--- src/rtl/regfile_pkg.sv ---
// Shared widths and the write-command record for the register-file access controller.
package regfile_pkg;

    localparam int REG_ADDR_W = 3;
    localparam int DATA_W     = 8;
    localparam int NUM_REGS   = 8;
    // Wide enough for a count of up to 8 buffered commands plus the issue stage.
    localparam int CNT_W      = 4;

    typedef struct packed {
        logic [REG_ADDR_W-1:0] addr;
        logic [DATA_W-1:0]     data;
    } wr_cmd_t;

endpackage

--- src/rtl/regfile_access_ctrl_if.sv ---
// Write-command and read-request channels between a requester and regfile_access_ctrl.
interface regfile_access_ctrl_if;
    import regfile_pkg::*;

    // Write channel: a command transfers on a rising clk edge where wr_valid and wr_ready
    // are both high. Read channel: rd_valid is never back-pressured; the answer appears
    // on rd_data with rd_data_valid high for exactly the following cycle.
    logic                  wr_valid;
    logic                  wr_ready;
    logic [REG_ADDR_W-1:0] wr_addr;
    logic [DATA_W-1:0]     wr_data;
    logic                  rd_valid;
    logic [REG_ADDR_W-1:0] rd_addr;
    logic                  rd_data_valid;
    logic [DATA_W-1:0]     rd_data;

    modport master (
        output wr_valid, wr_addr, wr_data, rd_valid, rd_addr,
        input  wr_ready, rd_data_valid, rd_data
    );

    modport slave (
        input  wr_valid, wr_addr, wr_data, rd_valid, rd_addr,
        output wr_ready, rd_data_valid, rd_data
    );

endinterface

--- src/rtl/regfile_cmd_fifo.sv ---
// In-order write-command FIFO; also presents its live entries oldest-first for forwarding.
module regfile_cmd_fifo
    import regfile_pkg::*;
#(
    parameter int DEPTH = 4
) (
    input  logic             clk,
    input  logic             rst_n,
    input  logic             push,
    input  wr_cmd_t          push_cmd,
    input  logic             pop,
    output wr_cmd_t          head_cmd,
    output logic [CNT_W-1:0] count,
    output logic             full,
    output logic             empty,
    output logic [DEPTH-1:0] entry_valid,
    output wr_cmd_t          entry_cmd [DEPTH]
);

    localparam int PTR_W = (DEPTH > 1) ? $clog2(DEPTH) : 1;

    wr_cmd_t          mem [DEPTH];
    logic [PTR_W-1:0] wr_ptr;
    logic [PTR_W-1:0] rd_ptr;
    logic             push_ok;
    logic             pop_ok;

    assign full     = (count == CNT_W'(DEPTH));
    assign empty    = (count == '0);
    assign push_ok  = push && !full;
    assign pop_ok   = pop && !empty;
    assign head_cmd = mem[rd_ptr];

    // Storage carries no reset; only count-qualified slots are ever observed.
    always_ff @(posedge clk) begin
        if (push_ok) begin
            mem[wr_ptr] <= push_cmd;
        end
    end

    // DEPTH is a power of two, so pointer overflow is the modulo wrap.
    always_ff @(posedge clk or negedge rst_n) begin
        if (!rst_n) begin
            wr_ptr <= '0;
            rd_ptr <= '0;
            count  <= '0;
        end else begin
            if (push_ok) begin
                wr_ptr <= wr_ptr + PTR_W'(1);
            end
            if (pop_ok) begin
                rd_ptr <= rd_ptr + PTR_W'(1);
            end
            case ({push_ok, pop_ok})
                2'b10:   count <= count + CNT_W'(1);
                2'b01:   count <= count - CNT_W'(1);
                default: count <= count;
            endcase
        end
    end

    // Index 0 is the oldest entry; a slot is valid only below the live count.
    always_comb begin
        for (int i = 0; i < DEPTH; i++) begin
            entry_cmd[i]   = mem[rd_ptr + PTR_W'(i)];
            entry_valid[i] = (CNT_W'(i) < count);
        end
    end

endmodule

--- src/rtl/regfile_access_ctrl.sv ---
// Buffers register writes, issues one per cycle to the register file, and answers reads
// with write-before-read forwarding from in-flight commands.
module regfile_access_ctrl
    import regfile_pkg::*;
#(
    parameter int DEPTH = 4
) (
    input  logic                  clk,
    input  logic                  reset_n,
    regfile_access_ctrl_if.slave  bus,
    output logic [REG_ADDR_W-1:0] rf_writereg,
    output logic [DATA_W-1:0]     rf_writedata,
    output logic                  rf_writeenable,
    output logic [REG_ADDR_W-1:0] rf_readreg,
    input  logic [DATA_W-1:0]     rf_regout,
    output logic [CNT_W-1:0]      pending
);

    wr_cmd_t          push_cmd;
    wr_cmd_t          head_cmd;
    logic             push;
    logic             fifo_full;
    logic             fifo_empty;
    logic [CNT_W-1:0] fifo_count;
    logic [DEPTH-1:0] entry_valid;
    wr_cmd_t          entry_cmd [DEPTH];
    logic [DATA_W-1:0] fwd_data;
    logic              rd_data_valid_q;
    logic [DATA_W-1:0] rd_data_q;

    // Ready depends only on the current count, so a same-edge pop never unblocks a full FIFO.
    assign bus.wr_ready = !fifo_full && reset_n;
    assign push         = bus.wr_valid && bus.wr_ready;
    assign push_cmd     = '{addr: bus.wr_addr, data: bus.wr_data};

    regfile_cmd_fifo #(
        .DEPTH (DEPTH)
    ) u_fifo (
        .clk         (clk),
        .rst_n       (reset_n),
        .push        (push),
        .push_cmd    (push_cmd),
        .pop         (!fifo_empty),
        .head_cmd    (head_cmd),
        .count       (fifo_count),
        .full        (fifo_full),
        .empty       (fifo_empty),
        .entry_valid (entry_valid),
        .entry_cmd   (entry_cmd)
    );

    // Issue stage: whatever sits at the FIFO head drains into it on every edge.
    always_ff @(posedge clk or negedge reset_n) begin
        if (!reset_n) begin
            rf_writeenable <= 1'b0;
            rf_writereg    <= '0;
            rf_writedata   <= '0;
        end else begin
            rf_writeenable <= !fifo_empty;
            if (!fifo_empty) begin
                rf_writereg  <= head_cmd.addr;
                rf_writedata <= head_cmd.data;
            end
        end
    end

    assign rf_readreg = bus.rd_addr;

    // Lowest priority is assigned first; each later override is a younger write.
    always_comb begin
        fwd_data = rf_regout;
        if (rf_writeenable && (rf_writereg == bus.rd_addr)) begin
            fwd_data = rf_writedata;
        end
        for (int i = 0; i < DEPTH; i++) begin
            if (entry_valid[i] && (entry_cmd[i].addr == bus.rd_addr)) begin
                fwd_data = entry_cmd[i].data;
            end
        end
        if (push && (bus.wr_addr == bus.rd_addr)) begin
            fwd_data = bus.wr_data;
        end
    end

    always_ff @(posedge clk or negedge reset_n) begin
        if (!reset_n) begin
            rd_data_valid_q <= 1'b0;
            rd_data_q       <= '0;
        end else begin
            rd_data_valid_q <= bus.rd_valid;
            if (bus.rd_valid) begin
                rd_data_q <= fwd_data;
            end
        end
    end

    assign bus.rd_data_valid = rd_data_valid_q;
    assign bus.rd_data       = rd_data_q;
    assign pending           = fifo_count + CNT_W'(rf_writeenable);

endmodule

--- src/flat_wrapper.sv ---
// flat-port wrapper written by rule: the top's interface ports become plain ports
module regfile_access_ctrl_flat import regfile_pkg::*;
#(
    parameter int DEPTH = 4
)
  (clk, reset_n, rf_writereg, rf_writedata, rf_writeenable, rf_readreg, rf_regout, pending, bus_wr_valid, bus_wr_addr, bus_wr_data, bus_rd_valid, bus_rd_addr, bus_wr_ready, bus_rd_data_valid, bus_rd_data);
  regfile_access_ctrl_if bus_i ();
  input  logic clk;
  input  logic reset_n;
  output logic [REG_ADDR_W-1:0] rf_writereg;
  output logic [DATA_W-1:0] rf_writedata;
  output logic rf_writeenable;
  output logic [REG_ADDR_W-1:0] rf_readreg;
  input  logic [DATA_W-1:0] rf_regout;
  output logic [CNT_W-1:0] pending;
  input wire logic [$bits(bus_i.wr_valid)-1:0] bus_wr_valid;
  input wire logic [$bits(bus_i.wr_addr)-1:0] bus_wr_addr;
  input wire logic [$bits(bus_i.wr_data)-1:0] bus_wr_data;
  input wire logic [$bits(bus_i.rd_valid)-1:0] bus_rd_valid;
  input wire logic [$bits(bus_i.rd_addr)-1:0] bus_rd_addr;
  output wire logic [$bits(bus_i.wr_ready)-1:0] bus_wr_ready;
  output wire logic [$bits(bus_i.rd_data_valid)-1:0] bus_rd_data_valid;
  output wire logic [$bits(bus_i.rd_data)-1:0] bus_rd_data;
  assign bus_i.wr_valid = bus_wr_valid;
  assign bus_i.wr_addr = bus_wr_addr;
  assign bus_i.wr_data = bus_wr_data;
  assign bus_i.rd_valid = bus_rd_valid;
  assign bus_i.rd_addr = bus_rd_addr;
  assign bus_wr_ready = bus_i.wr_ready;
  assign bus_rd_data_valid = bus_i.rd_data_valid;
  assign bus_rd_data = bus_i.rd_data;
  regfile_access_ctrl #(.DEPTH(DEPTH)) u_core (.clk(clk), .reset_n(reset_n), .bus(bus_i), .rf_writereg(rf_writereg), .rf_writedata(rf_writedata), .rf_writeenable(rf_writeenable), .rf_readreg(rf_readreg), .rf_regout(rf_regout), .pending(pending));
endmodule
--- config.mk ---
export PLATFORM = sky130hd
export DESIGN_NAME = regfile_access_ctrl_flat
export DESIGN_NICKNAME = d
export VERILOG_FILES = /design/src/rtl/regfile_pkg.sv /design/src/rtl/regfile_access_ctrl_if.sv /design/src/rtl/regfile_cmd_fifo.sv /design/src/rtl/regfile_access_ctrl.sv /design/src/flat_wrapper.sv
export SDC_FILE = /design/constraint.sdc
export NUM_CORES = 1
export LEC_CHECK = 0
export ABC_AREA = 0
export CAP_MARGIN = 10
export CORE_UTILIZATION = 25
export DETAILED_ROUTE_END_ITERATION = 10
export PLACE_DENSITY = 0.43
export SYNTH_ARGS = -nofsm -noshare
export SYNTH_HDL_FRONTEND = slang
export SYNTH_SLANG_ARGS = --single-unit
export TNS_END_PERCENT = 50
--- constraint.sdc ---
create_clock -name clk -period 2.4 [get_ports clk]
set_input_delay 0.6 -clock clk [delete_from_list [all_inputs] [get_ports clk]]
set_output_delay 0.6 -clock clk [all_outputs]
set_load 0.01 [all_outputs]
==> impl_results.md, run 1 <==
* Highest Clock Rate at 435.6 MHz
* Clock skew at 0.009923 ns
* Sw power at 2.860 mW
* Post-layout minimum cycle time at 2.296 ns
* DP HPWL at 9087 microns
* First-pass GRT wire length at 18490 microns
* Register area at 2048 sq um
* Initial antenna violation count at 0
* Critical path data required time at 1.80 ns
* Syn avg cell area at 10.70 sq um
* Internal Power at 4.279 mW
* Sequential Power Share at 27.1%
* Area of the multi-input gates at 2217 sq um
* Post-Syn Area at 4419 sq um
* Area grow syn2layout at 33.04%
* Power per cell area at 1214 nW/um^2
* Initial core utilization at 25.55%
* Area leader, netlist: edfxtp_1
* Tcrit/Tclk final at 95.66%
* WL final at 11820 microns
* Max Slew Vio Count at 0
* CTS tree: done
* Worst reg2reg path startpoint: u_core.u_fifo.rd_ptr[1]
* Share of layout cells above drive strength 1 at 18.89%
* Hold Crit Start: u_core.rf_writedata[7]
* Vias in the first global route at 3311
* Worst-Margin Slew at 0.4053 ns
* Tot GR Track Use at 13.54%
* Total core area at 17300 sq um
* DR vias at 3318
* Syn Nets at 449
* Grt ovf at 0
* Ys flop type: edfxtp_1
* Ys Warns at 0
* Post-synth top area share at 29.90%
* Antenna-violating nets left at 0
* Worst-path fanout max at 5
* Worst Hold Class: reg2reg
* Largest cells by area after synthesis: edfxtp_1, dfrtp_1, mux2i_1
* CTS sink cnt at 73
* Clock transition at path regs at 0.07 ns
* Drt wl/cell at 16.24 microns
* Status: complete, no violations
* Clk pwr share at 18.4%
* DRT Pass-1 Iters at 4
* Worst Setup Start Kind: register
* Nets@finish at 534
* CP endpoint kind: output pin
* Non-Filler Instances at 728
* Placed insts at 709
* Standard-cell rows at 48
* Comb pwr share at 54.5%
* Synth cell types at 39
* Filler cell count at 1740
* Power Total at 7.139 mW
* Synthesis-stage register bit count at 73
* Clock latency on the worst-skew pair at 0.34 ns
* H-Tree Depth at 3
* CTS root buf: clkbuf_16
* Register area share after synthesis at 46.32%
* Die H at 135.0 microns
* Switching share of power at 40.06%
* Arrival time of the worst setup path at 1.70 ns
* Port Buf Inserts at 54
* Clk buf depth at 2
* Post-synth EDFFs at 44
* P_leak at 2.362 nW
* Mapped Cells at 413
* Worst Setup Path Type: reg2out
* Peak VDD IR at 0.3795 mV
* DRC marker count from the first detailed-route iteration at 132
* Final hold violations at 0
* Largest net degree at the start of global routing at 34
* ANT cells at 0
* Final setup vio count at 0
* Ys async rst share at 39.73%
* Die X at 135.0 microns
* CTS buffer count at 9
* Max-slew headroom at 72.98%
* Boundary Pins at 55
* Hold Buf Count CTS at 0
* Critical path startpoint: u_core.u_fifo.count[1]
* Die area at 18210 sq um
* Post-route cell area at 5879 sq um
* Max Cap Viol at 0
* Most common library cell in the layout ignoring fill and taps: nand2_1
* Final GP Congestion at 0.7884
* Vias/cell at 4.558
* Placed Area at 5548 sq um
* Leading cell types in the layout, fill and taps excluded: nand2_1, mux2i_1, clkdlybuf4s50_1
* Residual DRC at 0
-- sequential cells by signal, summed over array words and instances (netlist names) --
register and flops:
u_core.rf_writeenable 1, u_core.bus.rd_data_valid 1, u_core.u_fifo.wr_ptr 2, u_core.rf_writereg 3
u_core.bus.rd_data 8, u_core.rf_writedata 8, u_core.u_fifo.mem 44, u_core.u_fifo.rd_ptr 2
u_core.u_fifo.count 4
-- path summary, 6_finish.rpt --
path	to	slack (ns)	cells after the start
worst min-delay path	u_core.rf_writedata[7]	0.50	2
worst max-delay path	bus_wr_ready	0.10	6
worst min register to register	u_core.rf_writedata[7]	0.50	2
min in group asynchronous	u_core.bus.rd_data[6]	0.54	2
max in group asynchronous	u_core.u_fifo.rd_ptr[1]	1.53	2
worst max register to register	u_core.bus.rd_data[2]	0.14	8
-- cells in the mapped netlist (10+ instances only) --
cell and n:
ha_1 10, o21ai_0 19, xor2_1 11, dfrtp_1 29
nand3_1 11, a21oi_1 19, xnor2_1 16, nor3_1 15
mux2i_1 61, edfxtp_1 44, nand2_1 65
-- critical path: stages, from the launching register on --
cell and delay, ns:
dfrtp_1 0.38, inv_1 0.08, ha_2 0.21, nand2_1 0.06, o21a_1 0.19, buf_4 0.15
dlygate4sd2_1 0.28
-- power by group through the flow --
stage               clock network (mW)  registers [mW]  logic [mW]
floorplan                            0            1.95        2.40
global placement                     0            1.96        3.81
detailed placement                   0            1.97        3.84
CTS                               1.36            1.95        3.82
global route                      1.41            1.98        4.27
finish                            1.32            1.93        3.89
-- what timing repair did --
item                                    4_1_cts  5_1_grt
setup buffers                                 0        3
pin swaps                                     0        1
gates cloned                                  0        0
endpoints found under the setup margin       14        8
gates resized for setup                       9        7
-- cell families after synthesis --
kind of cell             share of synthesized area (%)
XOR/XNOR                                         6.455
multiplexers                                     16.17
flip-flops                                       46.32
AO/OA/AOI/OAI                                    10.76
AND/OR/NAND/NOR                                  13.28
buffers and inverters                            4.190
adder cells (fa/ha/maj)                          2.831
-- final cells by class --
type                    instances  area share [%]
clock buffers                   9           3.831
clock inverters                 7           1.043
well taps                     225           4.788
inverters                       7          0.4469
flip-flops and latches         73           34.84
multi-input cells             304           37.71
repair buffers                103           17.34
-- through the flow --
stage	hold WS [ns]	worst slack (ns)	util, %	setup TNS, ns
3_3_place_gp	0.4831	-0.2779	32.07	-2.644
2_1_floorplan	0.3044	0.01170	-	0
3_5_place_dp	0.4903	-0.3720	32.07	-3.372
6_report	0.5018	0.1042	33.99	0
5_1_grt	0.5386	-0.007611	33.99	-0.01206
4_1_cts	0.5048	0.02541	33.72	0
-- routing by layer --
layer  global-route usage, %  wire [microns]
met5                       0               0
met4                   3.933             142
met3                   2.553             550
met2                   19.79            5034
met1                   20.05            6095
Power figures use the tool's default switching activity.
==> run 2, diff against run 1 <==
GPL_TIMING_DRIVEN = 1   (was not set)
==> results of run 2 <==
Final layout, timing and power as in run 1 (identical DEF).
